===== src/rtl/ev_bcd_display.sv =====
// ev_bcd_display: sequential double-dabble of an 8-bit count into three BCD digits,
// time-multiplexed onto one 7-segment output with leading-zero blanking.
module ev_bcd_display #(
  parameter int SCAN_DIV       = 1024,
  parameter bit ACTIVE_LOW_SEG = 1'b0
) (
  input  logic        clk,
  input  logic        rst_n,
  input  logic        ena,
  input  logic [7:0]  value_in,
  input  logic        value_valid,
  output logic        ready,
  output logic [11:0] bcd_out,
  output logic [6:0]  seg,
  output logic        dp,
  output logic [2:0]  digit_sel
);
  localparam int SW = SCAN_DIV > 1 ? $clog2(SCAN_DIV) : 1;
  localparam logic [SW-1:0] SCAN_MAX = SW'(SCAN_DIV - 1);
  typedef enum logic [1:0] {IDLE, CONV, DONE} state_t;
  state_t r_state, w_next;
  logic [19:0] r_shift, w_adj;
  logic [2:0] r_bitcnt;
  logic [11:0] r_bcd, r_disp;
  logic [SW-1:0] r_scan;
  logic [1:0] r_idx;
  logic w_load, w_blank;
  logic [3:0] w_nib;
  logic [6:0] w_seg;
  function automatic logic [6:0] f_seg(input logic [3:0] n);
    case (n)
      4'd0: f_seg = 7'h3F;
      4'd1: f_seg = 7'h06;
      4'd2: f_seg = 7'h5B;
      4'd3: f_seg = 7'h4F;
      4'd4: f_seg = 7'h66;
      4'd5: f_seg = 7'h6D;
      4'd6: f_seg = 7'h7D;
      4'd7: f_seg = 7'h07;
      4'd8: f_seg = 7'h7F;
      4'd9: f_seg = 7'h6F;
      default: f_seg = 7'h00;
    endcase
  endfunction
  always_ff @(posedge clk) begin
    if (!rst_n) r_state <= IDLE;
    else if (ena) r_state <= w_next;
  end
  always_comb begin
    w_next = r_state;
    ready = 1'b0;
    w_load = 1'b0;
    case (r_state)
      IDLE: begin
        ready = 1'b1;
        w_load = ena && value_valid;
        w_next = w_load ? CONV : IDLE;
      end
      CONV: w_next = r_bitcnt == 3'd7 ? DONE : CONV;
      DONE: w_next = IDLE;
      default: w_next = IDLE;
    endcase
  end
  // add-3 correction on each BCD nibble before the shift
  always_comb begin
    w_adj = r_shift;
    for (int k = 0; k < 3; k++)
      w_adj[8+4*k +: 4] = r_shift[8+4*k +: 4] >= 4'd5 ? r_shift[8+4*k +: 4] + 4'd3 : r_shift[8+4*k +: 4];
  end
  always_ff @(posedge clk) begin
    if (!rst_n) begin
      r_shift <= '0;
      r_bitcnt <= '0;
      r_bcd <= '0;
      r_disp <= '0;
    end else if (ena) begin
      if (w_load) begin
        r_shift <= {12'b0, value_in};
        r_bitcnt <= '0;
      end else if (r_state == CONV) begin
        r_shift <= w_adj << 1;
        r_bitcnt <= r_bitcnt + 3'd1;
      end else if (r_state == DONE) begin
        r_bcd <= r_shift[19:8];
        r_disp <= r_shift[19:8];
      end
    end
  end
  always_ff @(posedge clk) begin
    if (!rst_n) begin
      r_scan <= '0;
      r_idx <= '0;
    end else if (ena) begin
      r_scan <= r_scan == SCAN_MAX ? '0 : r_scan + SW'(1);
      if (r_scan == SCAN_MAX) r_idx <= r_idx == 2'd2 ? 2'd0 : r_idx + 2'd1;
    end
  end
  always_comb begin
    w_nib = r_idx == 2'd2 ? r_disp[11:8] : r_idx == 2'd1 ? r_disp[7:4] : r_disp[3:0];
    w_blank = (r_idx == 2'd2 && r_disp[11:8] == 4'd0) || (r_idx == 2'd1 && r_disp[11:4] == 8'd0);
    w_seg = w_blank ? 7'h00 : f_seg(w_nib);
    digit_sel = r_idx == 2'd2 ? 3'b100 : r_idx == 2'd1 ? 3'b010 : 3'b001;
  end
  assign seg = w_seg ^ {7{ACTIVE_LOW_SEG}};
  assign dp = ACTIVE_LOW_SEG;
  assign bcd_out = r_bcd;
endmodule


===== config.mk =====
export PLATFORM = sky130hd
export DESIGN_NAME = ev_bcd_display
export DESIGN_NICKNAME = d
export VERILOG_FILES = /design/src/rtl/ev_bcd_display.sv
export SDC_FILE = /design/constraint.sdc
export NUM_CORES = 1
export LEC_CHECK = 0
export CAP_MARGIN = 20
export CORE_AREA = 2 2 79 81
export DETAILED_ROUTE_END_ITERATION = 8
export DIE_AREA = 0 0 81 83
export GPL_TIMING_DRIVEN = 0
export HOLD_SLACK_MARGIN = 0.06
export PLACE_DENSITY = 0.68
export SLEW_MARGIN = 0
export SYNTH_ARGS = -nofsm -noshare
export SYNTH_HDL_FRONTEND = slang
export SYNTH_SLANG_ARGS = --single-unit

===== constraint.sdc =====
create_clock -name clk -period 2.4 [get_ports clk]
set_input_delay 0.24 -clock clk [delete_from_list [all_inputs] [get_ports clk]]
set_output_delay 0.24 -clock clk [all_outputs]
set_load 0.1 [all_outputs]

; ---- Word level (Yosys, flattened, before mapping)
; Memory sizes are Yosys's and may differ from the RTL's.
; Index checks and enable logic that the tools add are counted.
[word_totals]
romBits = 112
ff_bits = 49
inputBits = 12
n_memories = 1
[memory_table]
columns = name, depth, width, read_ports, rd_clocked_by_memory_dff, wr, line_no
row1 = (name not given), 16, 7, 1, 0, 0, 31  ; case (n)
[op_classes]
n_lt_le_gt_ge = 3
reduce_logical = 11
eq_ne = 6
bitwise_logic = 2
addsub = 6
mux = 19
[ops]
columns = op, count
row1 = $mux 20, 2
row2 = $mux 4, 4
row3 = $ge 4x3->1 const B, 3
row4 = $mux 3, 4
row5 = $add 10x1->10 const B, 1
row6 = $eq 10x10->1 const B, 1
row7 = $mux 10, 1
row8 = $add 4x2->4 const B, 2
row9 = $logic_not 8->1, 1
row10 = $mux 7, 1
row11 = $mux 2, 3
row12 = $eq 2x1->1 const B, 2
row13 = $eq 2x2->1 const B, 2
row14 = $logic_not 4->1, 1
row15 = $pmux 2 s2, 1
row16 = $reduce_and 2->1, 2
row17 = $reduce_and 4->1, 1
row18 = $add 3x1->3 const B, 1
row19 = $add 3x2->3 const B, 1
row20 = $eq 3x3->1 const B, 1
row21 = $logic_and 1x1->1, 3
row22 = $mux 1, 3
row23 = $add 2x1->2 const B, 1
row24 = $logic_not 2->1, 1
row25 = other kinds (3), 4

; ---- Longest topological paths before layout
; Gate-level depths: netlist of run 1.
; An unclocked memory read counts as a cell.
[logic_depth]
depth_word = 5
depth_mapped = 10
ltp_nobuf = 9

; ---- Worst setup path after synthesis of run 1
; No wires, ideal clock.
[synth_path]
kind = register to output
start = reg r_idx[1]
end = out seg[5]
slack_ps = -2425
path_stages_with_launch = 11
arrival_time_ps = 4585
path_cell_list = dfxtp_1 -> inv_1 -> ha_1 -> buf_6 -> mux2_2 -> mux2i_1 -> inv_1 -> ha_1 -> nor2_1 -> a211oi_1 -> nor3_1
[synth_via]
elab_chain_cells = 5
elab_cells_between_ends = 9
cone_classes = eq/ne (2) / mux (3) / reduce/logical (3) / memory (1)
[synth_rtl]
columns = item, line_no
row1 = "start, declared", 26  ; logic [1:0] r_idx;
row2 = "start signal, assigned", 95  ; if (r_scan == SCAN_MAX) r_idx <= r_idx == 2'd2 ? 2'd0 : r_idx + 2'd1;
row3 = $eq 2x1->1, "99, 100"
row4 = $mux 4 (2 in a row), 99  ; w_nib = r_idx == 2'd2 ? r_disp[11:8] : r_idx == 2'd1 ? r_disp[7:4] : r_disp[3:0];
row5 = $mem_v2 16x7, -
row6 = $mux 7 *, 101  ; w_seg = w_blank ? 7'h00 : f_seg(w_nib);
row7 = "end, declared", 14  ; output logic [6:0] seg,
; Every way passes the cells marked *; elsewhere a longest branch is shown, timed or not.

; ---- Final worst setup path of run 1
[layout_path]
start = reg r_idx[1]
end = out seg[3]
; Same word-level chain as after synthesis.

==> results summary, run 1 <==
The flow ran to the end, but the final reports show violations. The final reports fail on setup timing. Summed over all cells, the static leakage comes to 1.33 nW. Compared with the post-synthesis result, the final layout area differs by 37.2%. Setup repair after global routing could not meet its margin everywhere. The total congestion overflow after global routing is 0. For the worst setup path, the data arrival time is between 2 and 2.5 ns.

Clock-pin slew was measured on the worst setup and hold paths at roughly 0.09 ns. The share of power burned in registers is between 50 and 60%. The count of endpoints failing hold in the final timing report is 0.

No sink is reached through more buffers than the 2 on the longest clock path. Summing all placed instances gives a cell area of around 3100 um^2. The highest ir drop seen on vdd is slightly above 0.3 mV. The total area of sequential cells is approximately 990 um^2.

The required time at the endpoint of the critical path came out at around 2.2 ns. The highest clock frequency the design can meet came out at around 400 MHz. The number of antenna violations at the first check in global routing was 0. For this configuration, the core starts out at a cell density of 44.5%.

The post-synthesis instance area came out at roughly 2600 um^2. The wire length per cell came out at between 10 and 15 um. Of all nets on the critical path, the largest fanout is 5. Fill cells in the final layout number 525.

After legalization and detailed placement, the total HPWL measured about 3800 um. The pin count of the biggest net entering global routing came out at 17. The clock net in this run drives a total of 49 sinks. The wire length of the first global-routing pass came out at ~9500 um. The number of standard cells after synthesis came out at between 200 and 300.

The detailed router finished its first iteration with slightly above 80 violations. The final number of max-transition violations came out at 0. The share of post-route cells with drive strength above 1 is between 20% and 30%.

The critical path endpoint category is an output pin. Once layout is complete, the cells apart from fillers number 420. The worst relative slew slack came out at between 30% and 40%.

The die is 81 um wide. The fraction of registers with async set/reset came out at 0%. The critical path is of the register to output pin type. The final count of negative-setup-slack endpoints is 7. The number of antenna diodes in the final layout is 0. The count of maximum capacitance violations came out at 0. The clock tree root driver cell is sky130_fd_sc_hd__clkbuf_8. The level count of the clock H-tree is 2. The number of library cell types mapped by synthesis is 43.

The synthesized netlist net count came out at 319. The worst hold path belongs to the class register to register. The post-placement setup slack is -0.983 ns. The clock network is responsible for a little under two fifths of the overall power. Cell internal power was estimated by the tool at between 1 and 1.5 mW. During synthesis, Yosys emitted a total of 0 warnings.

The net total in the final layout came out at ~370. The number of clock buffers inserted by TritonCTS is 5. The cell count after placement came out at 399. For this run, the register share of the synthesized area comes to a little under two fifths. The number of flops mapped to enable cells by yosys came out at 0. The kind of start point of the critical path is a register. The die is 83 um tall. The final period utilization is 104%.

The detail-routed via count per cell is around 5.1. After detailed routing, the number of remaining DRC violations is 0. The via count came out at 2,125.

The number of global-route vias before repair came out at 2,012. The end-of-flow core utilization came out at just over 60%. The clock latency of the later-clocked register in the worst-skew pair is ~0.30 ns. The detail route stage leaves a number of antenna-violating nets equal to 0. For this run, the leading register cell type out of synthesis is sky130_fd_sc_hd__dfxtp_1.

The clock tree skew after final layout came out at 0.00933 ns. The final critical-path setup slack came out at -0.0857 ns. The area of all placed cells without fillers came out at between 3000 and 4000 um^2. The initialized floorplan defines 28 standard-cell rows. The switching share of power came out at 23.9%.

For this design the total switching power over the nets is between 300 and 400 uW. The last weighted congestion value of the routability-driven placer is around 0.85. The combined global-route utilization of all metal layers came out at ~18%. At the pin with the least slew margin, the transition time is just under 1 ns. The total of flip-flops plus latches after synthesis came out at 49. TritonCTS built the clock tree.

In the final layout, the multi-input gates occupy roughly 1700 um^2. The first-pass iteration count of the detailed router came out at 4. Summed over all layers, the routed wires come to roughly 5800 um. The logic gate share of total power came out at ~8.7%. Dividing total power by cell area gives a power density of about 440 nW/um^2. The full die area is just under 7000 um^2. Each instance of the synthesized netlist takes up on average slightly below 9 um^2. For this design the top-level I/O count stands at 36. The number of port buffers came out at 34.

After floorplanning, the core was sized to cover 5820 um^2. The final critical path time including I/O delays and setup came out at around 2.5 ns. The number of buffers inserted for hold repair after clock tree synthesis came out at 0.
path summary, 6_finish.rpt:
check	from	endpoint	slack, ns	cells after the start
max	r_idx[1]	seg[3]	-0.09	9
min	r_shift[7]	r_shift[7]	0.47	2
max reg2reg	r_state[1]	r_bitcnt[0]	0.75	6
min reg2reg	r_shift[7]	r_shift[7]	0.47	2
stage by stage:
| step | hold slack, ns | TNS, ns | power, mW |
|---|---|---|---|
| finish | 0.468 | -0.431 | 1.57 |
| global route | 0.498 | -0.937 | 1.64 |
| CTS | 0.475 | -0.344 | 1.59 |
| detailed placement | 0.462 | -5.83 | 0.993 |
| global placement | 0.457 | -5.64 | 0.992 |
| floorplan | 0.423 | -1.33 | 0.948 |
per-layer routing:
metal | up-vias | global-route usage, % | part of all wire, %
li1 | 1088 | - | -
met1 | 1001 | 22.9 | 46
met2 | 30 | 30.1 | 51
met3 | 6 | 3.26 | 2.6
met4 | 0 | 3.70 | 0.88
met5 | - | 0 | 0
critical path: stages, from the launching register on:
cell	delay (ns)
sky130_fd_sc_hd__dfxtp_2	0.34
sky130_fd_sc_hd__inv_2	0.07
sky130_fd_sc_hd__ha_4	0.19
sky130_fd_sc_hd__mux2_4	0.32
sky130_fd_sc_hd__mux2i_4	0.19
sky130_fd_sc_hd__inv_2	0.10
sky130_fd_sc_hd__ha_4	0.28
sky130_fd_sc_hd__mux2i_1	0.06
sky130_fd_sc_hd__o21a_2	0.22
sky130_fd_sc_hd__buf_12	0.17
registers in the layout, summed over array words and instances, names as in the netlist:
| name | cells |
|---|---|
| r_scan | 10 |
| r_state | 2 |
| r_idx | 2 |
| r_bitcnt | 3 |
| r_shift | 20 |
| r_disp | 12 |
layout by cell type (no fill, tap or decap), types with 8 or more instances in the layout:
| cell | count |
|---|---|
| sky130_fd_sc_hd__mux2i_1 | 14 |
| sky130_fd_sc_hd__ha_1 | 10 |
| sky130_fd_sc_hd__nand2_1 | 18 |
| sky130_fd_sc_hd__clkdlybuf4s50_1 | 25 |
| sky130_fd_sc_hd__inv_1 | 8 |
| sky130_fd_sc_hd__nand3_1 | 8 |
| sky130_fd_sc_hd__a22oi_1 | 13 |
| sky130_fd_sc_hd__dfxtp_1 | 41 |
| sky130_fd_sc_hd__nor2b_1 | 22 |
| sky130_fd_sc_hd__nor2_1 | 23 |
| sky130_fd_sc_hd__a21boi_0 | 10 |
| sky130_fd_sc_hd__buf_4 | 13 |
| sky130_fd_sc_hd__xnor2_1 | 10 |
| sky130_fd_sc_hd__a21oi_1 | 14 |
repair_timing:
action | in CTS | in global routing
pin swaps | 5 | 5
setup buffers | 12 | 2
endpoints found under the setup margin | 8 | 7
resized for setup | 78 | 11
layout make-up:
class                   instances  area share [%]
well taps                      75            2.65
flip-flops and latches         49            28.0
repair buffers                 48            14.9
inverters                      12            1.27
clock buffers                   5            1.94
clock inverters                 3            1.31
multi-input cells             213            47.5
plain buffers                  15            2.40
cells in the mapped netlist (2+ instances only):
| cell | number | share of area, % |
|---|---|---|
| sky130_fd_sc_hd__xnor2_1 | 10 | 3.4 |
| sky130_fd_sc_hd__clkbuf_1 | 6 | 0.87 |
| sky130_fd_sc_hd__buf_6 | 2 | 0.87 |
| sky130_fd_sc_hd__dfxtp_1 | 49 | 38 |
| sky130_fd_sc_hd__nand4_1 | 4 | 0.97 |
| sky130_fd_sc_hd__a21boi_0 | 10 | 2.9 |
| sky130_fd_sc_hd__xor2_1 | 4 | 1.4 |
| sky130_fd_sc_hd__nor2_1 | 26 | 3.8 |
| sky130_fd_sc_hd__nand2b_1 | 7 | 1.7 |
| sky130_fd_sc_hd__a22oi_1 | 13 | 3.8 |
| sky130_fd_sc_hd__mux2i_1 | 17 | 6.6 |
| sky130_fd_sc_hd__nor3_1 | 2 | 0.39 |
| sky130_fd_sc_hd__ha_1 | 17 | 8.2 |
| sky130_fd_sc_hd__a21oi_1 | 14 | 2.7 |
| sky130_fd_sc_hd__buf_2 | 6 | 1.2 |
| sky130_fd_sc_hd__o21ai_0 | 6 | 1.2 |
| sky130_fd_sc_hd__and2_1 | 6 | 1.5 |
| sky130_fd_sc_hd__nor2_2 | 2 | 0.48 |
| sky130_fd_sc_hd__nand2_1 | 19 | 2.8 |
| sky130_fd_sc_hd__nand3_1 | 9 | 1.7 |
| sky130_fd_sc_hd__o21a_1 | 4 | 1.2 |
| sky130_fd_sc_hd__a211oi_1 | 3 | 0.87 |
| sky130_fd_sc_hd__nor2b_1 | 22 | 5.3 |
| sky130_fd_sc_hd__inv_1 | 12 | 1.7 |
| sky130_fd_sc_hd__buf_4 | 2 | 0.58 |
power by group through the flow:
stage | sequential [mW] | combinational, mW | clock (mW)
2_1_floorplan | 0.854 | 0.0943 | 0
3_3_place_gp | 0.856 | 0.136 | 0
3_5_place_dp | 0.856 | 0.137 | 0
4_1_cts | 0.837 | 0.138 | 0.615
5_1_grt | 0.839 | 0.150 | 0.650
6_report | 0.836 | 0.137 | 0.598
kinds of logic after synthesis:
group / Yosys count / synth area share, %
and+or+nand+nor: 101 / 19.6
AOI/OAI and AO/OA: 60 / 15.6
DFF: 49 / 37.9
buffers and inverters: 28 / 5.22
muxes: 20 / 8.47
adders and majority gates: 17 / 8.22
xor gates and xnor gates: 14 / 4.74
other: 1 / 0.145
Note: power is estimated with default switching activity, not from simulation.
==> inputs of run 2 (changes only) <==
- CORE_AREA: 2 2 79 81 -> 2 2 101 64
- DIE_AREA: 0 0 81 83 -> 0 0 103 66
==> run 2 against run 1 <==
The flow still finishes with violations (setup timing). Cell count up 2.1%. Clock skew decreased by 0.00068 ns. Total power shrank 5.8%. Combinational power about the same. Global-route usage increased by 1.5 points. Non-clock buffer count is 1 higher. Fmax shrank 4.2%. Critical path depth unchanged.
==> results summary, run 2 (same netlist as run 1, synthesis figures left out) <==
The instance count along the most critical hold path was 2 (unchanged). The number of flip-flops in the largest register came out at 20 (unchanged). The last weighted congestion value of the routability-driven placer is 0.828 (-2.3%). In this run the critical register-to-register path is captured at r_disp[8]. The largest individual stage delay along the critical path comes from the cell sky130_fd_sc_hd__dfxtp_2. The total congestion overflow after global routing came out at 0 (unchanged).

The final-layout setup total negative slack came out at -0.707 ns (-0.276 ns). The worst setup path is captured at an output pin. The number of nets still failing antenna checks after routing came out at 0 (unchanged).

The total DRC errors in the routed layout was 0 (unchanged). The number of clock sinks came out at 49 (unchanged). The arrival time at the worst endpoint is 2.35 ns (+0.10 ns).

The worst hold path begins at r_shift[7]. The largest driver fanout on the critical path is 5 (unchanged). The pin count of the biggest net entering global routing is 15 (-2).

The clock tree skew after final layout was 0.00864 ns (-0.000682 ns). The critical path class is register to output pin. The number of antenna violations at the first check in global routing is 0 (unchanged). In the final layout, the registers with the most flip-flops are r_shift x20, r_disp x12, r_scan x10. The final period utilization came out at 108% (+4.5 points).

The cell row count came out at 22 (-21%). The flow ran to the end, but the final reports show violations. The family of cells with the greatest summed delay on the critical path is multiplexers. The count of inserted antenna diode cells came out at 0 (unchanged).

The clock tree root driver cell is sky130_fd_sc_hd__clkbuf_8. The clock latency of the later-clocked register in the worst-skew pair is 0.31 ns (about the same). The starting density of the core came to 43.9% (-0.57 points). Setup repair after global routing could not meet its margin everywhere. The final critical-path setup slack came to -0.194 ns (-0.108 ns). The share of post-route cells with drive strength above 1 came to 22.3% (-1.2 points). The deepest clock path buffer count is 2 (unchanged). The count of filler cells inserted in the layout came out at 537 (+2.3%). The via count is 2,134 (+0.42%). The standard cell core area is 5890 um^2 (+1.3%). The area taken by multi-input logic gates is 1660 um^2 (-1.9%). The detail-routed via count per cell is 4.97 (-1.7%). The register-to-register setup slack came to 0.67 ns (-0.08 ns). The final number of max-transition violations is 0 (unchanged).

The chip height came to 66 um (-20%). The cell count after placement is 408 (+2.3%). Walking the worst path, the cells encountered are inv_2 -> ha_4 -> mux2_4 -> mux2i_4 -> inv_2 -> ha_4 -> mux2i_1 -> o21a_2 -> buf_12. STA classifies the critical path startpoint as a register. The highest ir drop seen on vdd was 0.266 mV (-13%). The highest cell delay on the worst timing path came out at 0.34 ns (about the same). The clock tree from TritonCTS is built. The cell area reported after detailed placement is 3160 um^2 (+0.36%). The area of all placed cells without fillers is 3500 um^2 (-1.4%).

The filler-free cell count of the finished design is 429 (+2.1%). The end point of the worst hold path is r_shift[7]. The worst hold-check slack came to 0.468 ns (+0.000263 ns). The power per unit of standard cell area is 424 nW/um^2 (-4.4%).

The full die area came out at 6800 um^2 (+1.1%). The top cell types in the final layout, fill and taps aside, are sky130_fd_sc_hd__dfxtp_1 (41), sky130_fd_sc_hd__clkdlybuf4s50_1 (25), sky130_fd_sc_hd__nor2_1 (23), sky130_fd_sc_hd__nor2b_1 (22), sky130_fd_sc_hd__nand2_1 (19). The number of clock buffers inserted by TritonCTS came to 5 (unchanged). The number of global-route vias before repair is 2,032 (+0.99%). The clock slew seen by the registers of the worst setup and hold paths came to 0.09 ns (about the same). The worst-margin pin slew came out at 0.991 ns (+0.00462 ns). The final count of negative-setup-slack endpoints came out at 7 (unchanged). The level count of the clock H-tree came out at 2 (unchanged). The worst relative slew slack is 33.7% (-0.31 points). The worst hold path class is register to register.

The total power after layout is 1.48 mW (-5.8%). The placed wire-length estimate is 4200 um (+11%). The count of endpoints failing hold in the final timing report is 0 (unchanged). The iteration-0 DRC count of the detailed router came out at 62 (-25%). The combined global-route utilization of all metal layers came out at 19.1% (+1.5 points). The largest register by flop count is r_shift. The worst path buffer plus inverter count was 3 (unchanged). The number of port buffers is 34 (unchanged). The net total in the final layout was 374 (+0.27%). The cell leakage power came out at 1.32 nW (-1.3%). The startpoint identified for the worst register-to-register timing path is r_state[0]. The final critical path time including I/O delays and setup came out at 2.59 ns (+0.108 ns).

The wire length of the first global-routing pass is 9920 um (+4.1%). The highest clock frequency the design can meet came out at 386 MHz (-4.2%). The final wirelength came out at 6020 um (+3.7%). The library cell used most frequently in the layout, excluding fill and tap cells, is sky130_fd_sc_hd__dfxtp_1. The wire length per cell came out at 14.0 um (+1.5%). The required time at the endpoint of the critical path came out at 2.16 ns (about the same). The checks that failed: setup timing. The boundary pin count came out at 36 (unchanged).

The area growth from synthesis to layout is 35.2%. The total area of sequential cells came out at 991 um^2 (-0.25%). The count of maximum capacitance violations is 0 (unchanged). The launch point of the critical path is r_idx[1]. The first-pass iteration count of the detailed router is 4 (unchanged). The length in cells of the worst reg-to-reg path was 6 (unchanged). The die outline width came out at 103 um (+27%).
[run 2: power breakdown]
part | internal (mW) | switching, mW | leakage [nW]
Clock | 0.228 | 0.276 | 0.0433
Combinational | 0.0575 | 0.0825 | 0.872
Sequential | 0.827 | 0.0102 | 0.400
Total | 1.11 | 0.368 | 1.32
[run 2: timing repair]
action | 4_1_cts | 5_1_grt
pin swaps | 6 | 2
hold buffers | 0 | 0
gates resized for setup | 78 | 4
endpoints found under the setup margin | 8 | 7
setup buffers | 13 | 2
hold endpoints to repair | 0 | 0
[run 2: worst max path at each step]
stage	to	cells after the start
after floorplan	seg[5]	10
after global placement	seg[3]	9
after detailed placement	seg[3]	9
after CTS	seg[3]	9
after global routing	seg[3]	9
final	seg[3]	9
[run 2: area by class of cell]
| cell class | instances | area share [%] |
|---|---|---|
| Buffer | 15 | 2.33 |
| Clock buffer | 6 | 2.36 |
| Clock inverter | 1 | 0.215 |
| Inverter | 12 | 1.29 |
| Multi-Input combinational cell | 213 | 47.4 |
| Sequential cell | 49 | 28.3 |
| Tap cell | 84 | 3.01 |
| Timing Repair Buffer | 49 | 15.1 |
[run 2: worst reg2reg max path, cell delays in order (launching register included)]
cell and delay (ns):
sky130_fd_sc_hd__dfxtp_1 0.38, sky130_fd_sc_hd__inv_1 0.10, sky130_fd_sc_hd__nand3_1 0.42, sky130_fd_sc_hd__clkbuf_1 0.42
sky130_fd_sc_hd__nor2_1 0.07, sky130_fd_sc_hd__a21oi_1 0.15, sky130_fd_sc_hd__nor2b_1 0.08
[run 2: per-layer routing]
| layer | wire length (um) | GRT usage (%) | vias up | share of wire (%) |
|---|---|---|---|---|
| li1 | - | - | 1098 | - |
| met1 | 3070 | 27.2 | 992 | 51 |
| met2 | 2590 | 28.8 | 36 | 43 |
| met3 | 266 | 3.81 | 8 | 4.4 |
| met4 | 82 | 6.41 | 0 | 1.4 |
| met5 | 0 | 0 | - | 0 |
[run 2: metrics by stage]
step / utilization (%) / worst slack (ns)
floorplan: - / -0.448
global placement: 53.6 / -0.993
detailed placement: 53.6 / -1.00
CTS: 58.7 / -0.122
global route: 59.3 / -0.259
finish: 59.3 / -0.194
==> inputs of run 3 (changes only) <==
- SLEW_MARGIN: 0 -> not set
==> results of run 3 <==
No change in the layout: final DEF, timing and power equal those of run 2.
